### config.mk
export PLATFORM = sky130hd
export DESIGN_NAME = pet_video_fetch
export DESIGN_NICKNAME = d
export VERILOG_FILES = /design/src/rtl/pet_video_fetch.sv
export SDC_FILE = /design/constraint.sdc
export NUM_CORES = 1
export LEC_CHECK = 0
export ABC_CLOCK_PERIOD_IN_PS = 2100
export BUFFER_PORTS_ARGS = -buffer_cell sky130_fd_sc_hd__clkbuf_2
export CAP_MARGIN = 10
export CORE_MARGIN = 10
export CORE_UTILIZATION = 55
export DETAILED_ROUTE_END_ITERATION = 10
export PLACE_DENSITY = 0.76
export SLEW_MARGIN = 20
export SYNTH_ARGS = -nofsm -noshare
export SYNTH_HDL_FRONTEND = slang
export SYNTH_SLANG_ARGS = --single-unit
### constraint.sdc
create_clock -name clk -period 2.1 [get_ports clk]
set_input_delay 0.42 -clock clk [delete_from_list [all_inputs] [get_ports clk]]
set_output_delay 0.42 -clock clk [all_outputs]
set_load 0.02 [all_outputs]
### src/rtl/pet_video_fetch.sv
// Character-slot video fetch for a PET-style display: reads the character code from
// VRAM, looks up the glyph row in the character ROM, and shifts it out one slot later.
module pet_video_fetch #(
    parameter int MA_WIDTH = 11,
    parameter int ROW_BITS = 3,
    parameter int CHAR_AW  = 12
) (
    input  logic                clk,
    input  logic                reset,
    input  logic                ce_1m,
    input  logic                ce_8mp,
    input  logic                ce_8mn,
    input  logic                cols80,
    input  logic [13:0]         ma,
    input  logic [4:0]          ra,
    input  logic                de,
    input  logic                gfx,
    input  logic                blank,
    input  logic                blank_en,
    output logic [MA_WIDTH-1:0] vram_addr,
    output logic                vram_rd,
    input  logic [7:0]          vram_data,
    output logic [CHAR_AW-1:0]  char_addr,
    input  logic [7:0]          char_data,
    output logic                pix,
    output logic                busy
);

    // state | meaning
    // IDLE  | no fetch in progress, CPU owns VRAM
    // VAk   | VRAM read of character code k
    // CAk   | code on vram_data, character ROM address driven
    // STk   | ROM row on char_data, stored into holding register k
    typedef enum logic [2:0] {IDLE, VA0, CA0, ST0, VA1, CA1, ST1} state_t;

    state_t      state;
    logic [13:0] ma_l;
    logic [4:0]  ra_l;
    logic        gfx_l;
    logic        c80_l;
    logic [7:0]  h0;
    logic [7:0]  h1;
    logic        inv0;
    logic        inv1;
    logic        inv_pend;
    logic [7:0]  snap_h0;
    logic [7:0]  snap_h1;
    logic        snap_i0;
    logic        snap_i1;
    logic [7:0]  shifter;
    logic        inv;
    logic [4:0]  step_cnt;
    logic        start;
    logic        mode80;
    logic        step;
    logic [4:0]  idx;
    logic        unused_bits;

    assign start       = de & ~(|ra[4:ROW_BITS]);
    assign unused_bits = ^{ma_l, ra_l};

    always_ff @(posedge clk) begin
        if (reset) begin
            state     <= IDLE;
            busy      <= 1'b0;
            vram_rd   <= 1'b0;
            vram_addr <= '0;
            ma_l      <= '0;
            ra_l      <= '0;
            gfx_l     <= 1'b0;
            c80_l     <= 1'b0;
            h0        <= '0;
            h1        <= '0;
            inv0      <= 1'b0;
            inv1      <= 1'b0;
            inv_pend  <= 1'b0;
        end else if (ce_1m) begin
            // a new slot always wins, aborting any fetch still in flight
            ma_l   <= ma;
            ra_l   <= ra;
            gfx_l  <= gfx;
            c80_l  <= cols80;
            if (start) begin
                state     <= VA0;
                busy      <= 1'b1;
                vram_rd   <= 1'b1;
                vram_addr <= cols80 ? {ma[MA_WIDTH-2:0], 1'b0} : ma[MA_WIDTH-1:0];
            end else begin
                state   <= IDLE;
                busy    <= 1'b0;
                vram_rd <= 1'b0;
                h0      <= '0;
                h1      <= '0;
                inv0    <= 1'b0;
                inv1    <= 1'b0;
            end
        end else begin
            case (state)
                VA0: begin
                    state   <= CA0;
                    vram_rd <= 1'b0;
                end
                CA0: begin
                    state    <= ST0;
                    inv_pend <= vram_data[7] ^ ma_l[12];
                end
                ST0: begin
                    h0   <= char_data;
                    inv0 <= inv_pend;
                    if (c80_l) begin
                        state     <= VA1;
                        vram_rd   <= 1'b1;
                        vram_addr <= {ma_l[MA_WIDTH-2:0], 1'b1};
                    end else begin
                        state <= IDLE;
                        busy  <= 1'b0;
                    end
                end
                VA1: begin
                    state   <= CA1;
                    vram_rd <= 1'b0;
                end
                CA1: begin
                    state    <= ST1;
                    inv_pend <= vram_data[7] ^ ma_l[12];
                end
                ST1: begin
                    h1    <= char_data;
                    inv1  <= inv_pend;
                    state <= IDLE;
                    busy  <= 1'b0;
                end
                default: begin
                    state   <= IDLE;
                    busy    <= 1'b0;
                    vram_rd <= 1'b0;
                end
            endcase
        end
    end

    assign char_addr = (state == CA0 || state == CA1)
                     ? {ma_l[13], gfx_l, vram_data[6:0], ra_l[ROW_BITS-1:0]} : '0;

    // ce_1m coinciding with a step makes that step the first of the new slot
    assign mode80 = ce_1m ? cols80 : c80_l;
    assign step   = ce_8mn | (mode80 & ce_8mp);
    assign idx    = ce_1m ? 5'd0 : step_cnt;

    // Snapshots taken at ce_1m keep the previous slot's glyphs stable while the
    // current slot's fetch overwrites the holding registers.
    always_ff @(posedge clk) begin
        if (reset) begin
            snap_h0  <= '0;
            snap_h1  <= '0;
            snap_i0  <= 1'b0;
            snap_i1  <= 1'b0;
            shifter  <= '0;
            inv      <= 1'b0;
            step_cnt <= '0;
        end else begin
            if (ce_1m) begin
                snap_h0 <= h0;
                snap_h1 <= h1;
                snap_i0 <= inv0;
                snap_i1 <= inv1;
            end
            if (step) begin
                if (idx == 5'd0) begin
                    shifter <= ce_1m ? h0 : snap_h0;
                    inv     <= ce_1m ? inv0 : snap_i0;
                end else if (mode80 && idx == 5'd8) begin
                    shifter <= snap_h1;
                    inv     <= snap_i1;
                end else begin
                    shifter <= {shifter[6:0], 1'b0};
                end
                step_cnt <= (idx != 5'd31) ? idx + 5'd1 : idx;
            end else if (ce_1m) begin
                step_cnt <= '0;
            end
        end
    end

    assign pix = (shifter[7] ^ inv) & ~(blank & blank_en);

endmodule
==> impl_summary.txt <==
----------------------------------------------------
[Synthesis]
  Post-synthesis sequential element count ... 84
  Mapped Avg Cell Area ... 9.23 um^2
  Post-synthesis cell area ... 3650 um^2
  Number of flops mapped to enable cells by yosys ... 0
  Synth warn ... 0
  Predominant post-synthesis flop cell ... dfxtp_1
  Post-synthesis instance total ... 396
  Asr flop ratio synth ... 0%
  Post-synthesis cell type count ... 42
  Sequential cell area fraction in the yosys report ... 46.0%
  Number of nets produced by synthesis ... approximately 440

[Cells and area]
  Diode count ... 0
  Synthesis-to-layout area growth ... 17.6%
  Post-route cell area ... 4300 um^2
  Most common library cell in the layout ignoring fill and taps ... nor2_1
  Leading cell types in the layout, fill and taps excluded ... nor2_1, dfxtp_1, clkbuf_2
  Final cell utilization of the core ... between 60% and 70%
  Layout Cells excl Fill ... roughly 550
  Proportion of layout cells with a drive suffix above 1 ... roughly a quarter
  Post-layout nets ... 511

[Timing]
  Endpoints failing setup ... 0
  Worst rel slew slack ... around two thirds
  Period minus WS final ... roughly 2 ns
  Max Clock Skew ... between 0.01 and 0.015 ns
  Slew at the pin with the worst max-slew slack ... 0.508 ns
  Unrepaired setup endpoints after global routing ... false
  Crit share post-route ... 95.3%
  Tightest hold margin ... 0.306 ns
  Final setup margin ... 0.0991 ns
  Max Fclk ... 500 MHz
  Total count of max-transition violations in the final report ... 0
  Final-report hold violation count ... 0
  Final-layout setup total negative slack ... 0 ns

[Global route]
  Largest net degree at the start of global routing ... 49
  Total overflow reported by the global router ... 0
  First-pass GRT wire length ... 13500 um
  Vias in the first global route ... 2913
  Total routing usage reported by global routing ... around 16%
  Initial antenna violation count ... 0

[Outcome]
  Run status ... completed

[Setup path]
  Critical path type ... flop to output port
  Launching element type of the critical path ... flop
  Highest fanout seen on the critical path ... 14
  CP Capture Type ... output port
  R2R Path Start ... step_cnt[0]
  Worst reg2reg path depth ... 7
  End of the worst register-to-register path ... shifter[2]
  Worst path arrival time ... ~1.6 ns
  Required time at the worst-slack endpoint ... 1.68 ns
  Worst-case register-to-register setup slack ... between 0.15 and 0.2 ns

[Place]
  Port buffer count ... between 60 and 70
  Worst setup timing slack at the placement stage ... around 0.11 ns
  Global placement routability congestion ... 0.762
  Post-placement cell area ... roughly 4100 um^2
  Number of placed cells counting well taps ... 530
  Detailed-placement wirelength estimate ... about 5900 um

[Clocking]
  Number of CTS-inserted buffers ... 9
  Clock tree from TritonCTS ... done
  Clock net sink count ... 84
  Clock transition at the registers of the reported paths ... 0.08 ns
  # H-tree levels ... 3
  Buffer type at the clock tree root ... clkbuf_8
  Largest buffer count on any clock path ... 2
  Clock latency on the worst-skew pair ... 0.36 ns
  Hold Buf Count CTS ... 0

[Route]
  Routed met3 length ... 528 um
  Average vias per placed instance ... between 5 and 6
  Total vias in the final route ... 2998
  Sum of routed wire segments on met1 ... 3810 um
  Top sig layer ... met4
  Met2 wire length ... 3730 um
  Detail Route Antenna Nets ... 0
  Detailed-route wire length ... between 8000 and 9000 um
  Routed wire length per instance ... 15.0 um
  DR DRC count ... 0
  Iter 0 DRT Violations ... 187
  Pre-Repair DR Iteration Count ... 4

[Floorplanning]
  Core area ... between 6000 and 7000 um^2
  Die span in y ... 102 um
  Number of top-level pins ... slightly above 70
  Starting utilization of the core area ... 57.2%
  Site row count ... 29
  Die W ... 102 um
  Die ar. ... 10300 um^2

[Hold path]
  Hold_sp ... ra[1]
  Number of cells on the worst hold path ... 3
  Endpoint of the worst hold-timing path ... ra_l[1]
  Path category of the worst min-delay check ... input port to flop

[Flow run]
  Maxcap violations ... 0

[Pwr]
  Logic pwr share ... 9.8%
  IR drop worst, VDD ... 527 uV
  Power spent charging and discharging nets ... approximately 760 uW
  Internal Dissipation ... 2.22 mW
  Part of the power in the clock network ... 35.2%
  Relative contribution of sequential cells to total power ... 55.0%
  Net Sw Frac ... 25.5%
  Power density relative to cell area ... 695 nW/um^2
  PnR Total Power ... 2.99 mW
  Leakage component of the power ... about 1.8 nW

----------------------------------------------------
-- routing by layer --
layer,up-vias,GRT usage (%)
met5,-,0
met4,0,6.54
li1,1517,-
met2,71,25.7
met1,1394,19.8
met3,16,4.49
-- worst max path at each step --
stage / startpoint / slack (ns) / to / cells past startpoint
floorplan: ce_1m / 0.19 / shifter[1] / 8
global placement: ce_1m / 0.12 / shifter[2] / 8
global route: state[1] / 0.02 / char_addr[4] / 4
finish: state[1] / 0.1 / char_addr[7] / 4
CTS: state[0] / 0.03 / char_addr[7] / 4
detailed placement: ce_1m / 0.11 / shifter[2] / 8
-- registers in the layout, indices dropped and copies added, names as in the netlist --
signal	count
shifter	8
snap_i1	1
c80_l	1
state	3
busy	1
h1	8
snap_h0	8
snap_i0	1
inv0	1
ra_l	3
inv_pend	1
inv	1
vram_addr	11
step_cnt	5
inv1	1
snap_h1	8
h0	8
gfx_l	1
vram_rd	1
ma_l	12
-- synthesized netlist by cell type, drive strengths merged, types with 3 or more instances --
| cell | instances | share of area, % |
|---|---|---|
| inv | 8 | 0.82 |
| a211oi | 10 | 2.1 |
| clkbuf | 12 | 1.2 |
| nand2 | 13 | 1.3 |
| mux2 | 8 | 2.5 |
| nand3 | 4 | 0.68 |
| o21ai | 11 | 1.5 |
| nor3 | 3 | 0.55 |
| a21oi | 35 | 5.1 |
| and2 | 12 | 2.1 |
| a22oi | 18 | 3.7 |
| mux2i | 47 | 13 |
| buf | 15 | 2.6 |
| nor2b | 4 | 0.68 |
| dfxtp | 84 | 46 |
| nor2 | 85 | 8.9 |
| xnor2 | 3 | 0.72 |
-- power groups by stage --
stage | sequential (mW) | combinational (mW) | clock (mW)
final | 1.64 | 0.292 | 1.05
after global routing | 1.65 | 0.321 | 1.14
after CTS | 1.64 | 0.292 | 1.07
after detailed placement | 1.68 | 0.291 | 0
after global placement | 1.68 | 0.286 | 0
after floorplan | 1.68 | 0.181 | 0
-- critical path: stages, from the launching register on --
cell and delay, ns:
dfxtp_1 0.53, nor2b_2 0.11, a22o_4 0.28, and2_1 0.17, clkbuf_2 0.15
-- cell type report --
class / instances / area [um^2]
inverters: 8 / 30.0
fillers: 532 / 2090
flip-flops and latches: 84 / 1680
clock buffers: 12 / 145
clock inverters: 4 / 33.8
well taps: 77 / 96.3
repair buffers: 84 / 495
multi-input cells: 277 / 1810
-- timing repair --
action                     in CTS  in global routing
gates resized for setup         2                  3
buffers inserted                0                  0
cloned                          0                  0
setup endpoints to repair      12                 12
-- logic make-up after synthesis --
logic type	count (synthesis)	synth area share, %
multiplexers	55	15.3
AO/OA/AOI/OAI	87	15.8
flip-flops	84	46.0
adder cells (fa/ha/maj)	2	0.685
AND/OR/NAND/NOR	129	16.5
XOR/XNOR	4	0.959
buffers and inverters	35	4.69
Power figures use the tool's default switching activity.
